===== config.mk =====
export PLATFORM = sky130hd
export DESIGN_NAME = hazard_scoreboard
export DESIGN_NICKNAME = d
export VERILOG_FILES = /design/src/rtl/hazard_scoreboard.sv
export SDC_FILE = /design/constraint.sdc
export NUM_CORES = 1
export LEC_CHECK = 0
export BUFFER_PORTS_ARGS = -buffer_cell sky130_fd_sc_hd__buf_2
export CORE_ASPECT_RATIO = 1.5
export CORE_MARGIN = 2
export CORE_UTILIZATION = 35
export DETAILED_ROUTE_END_ITERATION = 12
export GPL_ROUTABILITY_DRIVEN = 1
export GPL_TIMING_DRIVEN = 0
export PLACE_DENSITY = 0.64
export SYNTH_ARGS = -nofsm -noshare
export SYNTH_HDL_FRONTEND = slang
export SYNTH_SLANG_ARGS = --single-unit

===== constraint.sdc =====
create_clock -name clk -period 4.3 [get_ports clk]
set_clock_uncertainty 0.05 [all_clocks]
set_input_delay 0.86 -clock clk [delete_from_list [all_inputs] [get_ports clk]]
set_output_delay 0.86 -clock clk [all_outputs]
set_load 0.01 [all_outputs]

===== src/rtl/hazard_scoreboard.sv =====
// Register hazard scoreboard: tracks in-flight destination writes per
// architectural register and stalls decode on RAW/WAW hazards until the
// producing result becomes forwardable.
module hazard_scoreboard #(
   parameter int NUM_REGS  = 32,
   parameter int LAT_WIDTH = 3
) (
   input  logic                 clk,
   input  logic                 rst,
   input  logic                 id_valid,
   input  logic [4:0]           id_rs1_addr,
   input  logic [4:0]           id_rs2_addr,
   input  logic                 id_rs1_used,
   input  logic                 id_rs2_used,
   input  logic                 id_reg_write,
   input  logic [4:0]           id_rd_addr,
   input  logic [LAT_WIDTH-1:0] id_latency,
   input  logic                 wb_reg_write,
   input  logic [4:0]           wb_rd_addr,
   input  logic                 flush,
   output logic                 stall,
   output logic                 issue_fire,
   output logic [NUM_REGS-1:0]  pending_mask,
   output logic [15:0]          stall_count
);

   logic [NUM_REGS-1:0]  busy_q, busy_d;
   logic [LAT_WIDTH-1:0] cnt_q [NUM_REGS];
   logic [LAT_WIDTH-1:0] cnt_d [NUM_REGS];
   logic [15:0]          stall_count_q, stall_count_d;
   logic                 hazard;

   // A register blocks consumers only while its result is still in flight
   // and not yet forwardable; busy with cnt==0 means forwarding covers it.
   function automatic logic not_ready(input logic [4:0] a);
      return busy_q[a] && (cnt_q[a] != '0);
   endfunction

   // Latency countdown that stops at zero instead of wrapping.
   function automatic logic [LAT_WIDTH-1:0] dec_sat(input logic [LAT_WIDTH-1:0] v);
      return (v == '0) ? v : v - LAT_WIDTH'(1);
   endfunction

   // Event counter that holds at its maximum value.
   function automatic logic [15:0] inc_sat(input logic [15:0] v);
      return (v == 16'hFFFF) ? v : v + 16'd1;
   endfunction

   // Hazard detection for both sources (RAW) and the destination (WAW).
   always_comb begin
      hazard = (id_rs1_used  && not_ready(id_rs1_addr)) ||
               (id_rs2_used  && not_ready(id_rs2_addr)) ||
               (id_reg_write && not_ready(id_rd_addr));
   end

   assign stall        = id_valid && !flush && hazard;
   assign issue_fire   = id_valid && !stall && !flush;
   assign pending_mask = busy_q;
   assign stall_count  = stall_count_q;

   // Next-state: countdown, then writeback clear, then issue (issue wins over
   // writeback to the same rd), then flush overriding everything; x0 pinned.
   always_comb begin
      for (int r = 0; r < NUM_REGS; r++) begin
         busy_d[r] = busy_q[r];
         cnt_d[r]  = dec_sat(cnt_q[r]);
      end
      stall_count_d = stall ? inc_sat(stall_count_q) : stall_count_q;

      if (wb_reg_write && (wb_rd_addr != 5'd0)) begin
         busy_d[wb_rd_addr] = 1'b0;
         cnt_d[wb_rd_addr]  = '0;
      end

      if (issue_fire && id_reg_write && (id_rd_addr != 5'd0)) begin
         busy_d[id_rd_addr] = 1'b1;
         cnt_d[id_rd_addr]  = id_latency;
      end

      if (flush) begin
         for (int r = 0; r < NUM_REGS; r++) begin
            busy_d[r] = 1'b0;
            cnt_d[r]  = '0;
         end
      end

      busy_d[0] = 1'b0;
      cnt_d[0]  = '0;
   end

   // State registers; reset discards all in-flight tracking immediately.
   always_ff @(posedge clk or posedge rst) begin
      if (rst) begin
         busy_q        <= '0;
         stall_count_q <= '0;
         for (int r = 0; r < NUM_REGS; r++) cnt_q[r] <= '0;
      end else begin
         busy_q        <= busy_d;
         stall_count_q <= stall_count_d;
         for (int r = 0; r < NUM_REGS; r++) cnt_q[r] <= cnt_d[r];
      end
   end

endmodule


==> impl_metrics.csv <==
group,metric,value,unit
synthesis,yosysSeqAreaShare,34.00,%
synthesis,syn_area_per_cell,9.284,µm²
synthesis,synthCells,1110,
cells_and_area,fin_cells,1616,
worst_hold_path,hp-class,"reg2reg",
route,wl_per_cell,21.90,µm
cells_and_area,seq_area,3503,µm²
global_routing,grt_pass1_wl,53970,µm
route,detail-route-antenna-nets,0,
global_routing,grt_pass1_vias,9383,
placed_design,gp_congestion,1.015,
timing,period_minus_slack,4.114,ns
synthesis,syn_nets,1204,
power_and_ir_drop,ir_drop,193.7,µV
synthesis,synth.distinct_cells,65,
timing,finalHoldViolations,0,
global_routing,track_usage,23.22,%
timing,fmax,0.2430,GHz
timing,timing.slew.headroom,26.19,%
synthesis,yosysMostFrequentCell,"dfrtp_1",
route,drc_errors,0,
die,die_y,214.2,µm
power_and_ir_drop,power.total,6407,µW
cells_and_area,final_util,41.45,%
cells_and_area,n_fill_cell,2823,
cells_and_area,layout-drive-gt1-share,16.80,%
global_routing,antenna_found_initial,3,
critical_path,r2r_start,"cnt_q[25]$_DFF_PP0_",
clocking,cts.clk_slew.worst_paths,0.06,ns
synthesis,ys_top_cells_by_area,"dfrtp_1, mux2i_1, ha_1, nand2_1, nand3_4",
synthesis,synth_area,10300,µm²
cells_and_area,fin_nets,1307,
placed_design,dp_cells,1577,
timing,setup_viol,0,
clocking,cts_buffers,17,
cells_and_area,n_antenna_cell,0,
status,outcome,"completed",
route,drt-pass1-iter-count,5,
critical_path,cp_max_fo,10,
clocking,cts_tree,"done",
timing,drv_slew,0,
route,drt_wl_total,35400,µm
cells_and_area,multi_input_area,6306,µm²
global_routing,grt_max_degree,40,
clocking,cts_sinks,140,
clocking,cts_buffer_depth,2,
die,core,28810,µm²
critical_path,crit_required,3.39,ns
job,cap_violations,0,
clocking,h-tree-depth,4,
timing,worst_pin_slew,1.099,ns
critical_path,arrival,3.20,ns
synthesis,synth-main-ff-cell,"dfrtp_1",
power_and_ir_drop,power_density,536.4,nW/µm²
synthesis,netlist.area_leader.share,34.00,%
die,start_util,35.77,%
power_and_ir_drop,p_leak,0.005610,µW
route,viasPerCell,5.733,
timing,setup_tns,0,ns
placed_design,dp_hpwl,26630,µm
die,rows,76,
global_routing,grt_overflow,0,
clocking,clk_latency,0.45,ns
die,die-width,144.1,µm
synthesis,yosys_warnings,0,
worst_hold_path,hold_start,"stall_count[14]$_DFFE_PP0P_",
route,drtIter0Drc,734,
synthesis,yosys.area.top_type,"dfrtp_1",
synthesis,synth_seq_cells,140,
die,dieArea,30860,µm²
cells_and_area,area_delta_synth_final,15.91,%
critical_path,critPathKind,"in2out",
die,ios,81,
placed_design,io_buffers,74,
timing,grt_setup_unrepaired,"false",
critical_path,end_kind,"output port",
critical_path,start_kind,"primary input",
synthesis,async_flop_share,100.0,%
synthesis,yosys-top-cells-count,"dfrtp_1, nand2_1, mux2i_1",
critical_path,crit_start,"id_rd_addr[3]",
clocking,root_buffer,"clkbuf_16",
synthesis,synth_edf_count,0,
route,vias,9265,
timing,fin_crit_sh,95.69,%
==> layer usage <==
layer  global-route usage, %  vias to the layer above  part of all wire (%)  wire [µm]
met5                       0                        -                 0.079         28
met4                   14.77                        6                   7.1       2518
met3                   4.154                      164                   5.6       1995
met2                   40.60                      393                    50      17850
met1                   25.44                     4549                    37      13000
li1                        -                     4153                     -          -
==> cell usage in the layout, fill, tap and decap left out, types with 4 or more instances in the layout <==
| cell type | instances |
|---|---|
| nor4_1 | 6 |
| buf_6 | 6 |
| mux2i_1 | 94 |
| nor2b_1 | 18 |
| dfrtp_1 | 140 |
| nor3b_1 | 12 |
| nand3_2 | 4 |
| a21oi_1 | 49 |
| buf_4 | 14 |
| nand3b_1 | 9 |
| o21ai_0 | 34 |
| a31oi_1 | 9 |
| buf_2 | 77 |
| o221ai_1 | 6 |
| and3_1 | 7 |
| nor3_1 | 31 |
| clkbuf_16 | 17 |
| clkinv_4 | 4 |
| nand4_1 | 10 |
| xor2_1 | 14 |
| nand3_4 | 20 |
| nor2_1 | 77 |
| clkbuf_1 | 33 |
| mux4_2 | 13 |
| ha_1 | 63 |
| o31ai_1 | 9 |
| nand2b_1 | 41 |
| mux2_2 | 23 |
| o311ai_0 | 8 |
| nand2_1 | 137 |
| clkinvlp_4 | 5 |
| inv_1 | 70 |
| o211ai_1 | 34 |
| o22ai_1 | 5 |
| nand3_1 | 27 |
| buf_12 | 5 |
| xnor2_1 | 32 |
| o2111ai_1 | 5 |
==> where the power goes <==
part | switching [µW] | internal [µW]
Sequential | 360 | 1690
Clock | 617 | 870
Combinational | 1580 | 1290
Total | 2560 | 3850
==> per-stage QoR <==
step | instance area [µm²] | hold slack [ns] | setup slack, ns
3_3_place_gp | 11170 | 0.4251 | -0.3532
4_1_cts | 11890 | 0.4403 | 0.07485
2_1_floorplan | 10310 | 0.4656 | 0.4344
5_1_grt | 11940 | 0.4637 | 0.01734
3_5_place_dp | 11230 | 0.4292 | -0.3422
6_report | 11940 | 0.4344 | 0.1855
==> critical path: stages <==
cell	delay, ns
buf_2	0.08
clkbuf_1	0.47
nand2b_1	0.27
a2111oi_1	0.53
o41ai_1	0.16
o311ai_1	0.11
o311ai_1	0.15
o221a_4	0.17
buf_12	0.14
and2_1	0.12
buf_2	0.13
==> path summary, 6_finish.rpt <==
check / to / slack, ns / depth (start not counted)
hold / removal: stall_count[14]$_DFFE_PP0P_ / 0.43 / 1
max in group asynchronous: cnt_q[5]$_DFF_PP0_ / 2.76 / 4
hold reg to reg: stall_count[14]$_DFFE_PP0P_ / 0.43 / 1
setup reg to reg: cnt_q[14]$_DFF_PP0_ / 1.04 / 10
min in group asynchronous: stall_count[6]$_DFFE_PP0P_ / 0.51 / 2
setup / recovery: issue_fire / 0.19 / 11
==> final cells by class <==
| type | instances | share of cell area, % |
|---|---|---|
| multi-input combinational | 846 | 52.80 |
| buffer | 51 | 2.367 |
| timing repair buffer | 85 | 4.211 |
| clock inverter | 13 | 1.205 |
| inverter | 72 | 2.294 |
| tap | 390 | 4.085 |
| sequential | 140 | 29.33 |
| clock buffer | 19 | 3.708 |
==> sequential cells by signal, summed over array words and instances, names as in the netlist <==
register and count:
cnt_q 93, pending_mask 31, stall_count 16
==> timing repair <==
item                                    4_1_cts  5_1_grt
resized for setup                            12        5
endpoints found under the setup margin        2        2
hold buffers                                  0        0
pin swaps                                     1        3
endpoints found under the hold margin         0        0
setup buffers                                 3        5
==> cells by family after synthesis <==
logic type / Yosys count / synth area share (%)
AOI/OAI and AO/OA: 184 / 11.84
other: 1 / 0.03639
and+or+nand+nor: 420 / 22.75
muxes: 132 / 14.69
DFF: 140 / 34.00
xor gates and xnor gates: 46 / 3.910
buffers and inverters: 124 / 5.124
adders and majority gates: 63 / 7.649
(Power assumes the default switching activity.)
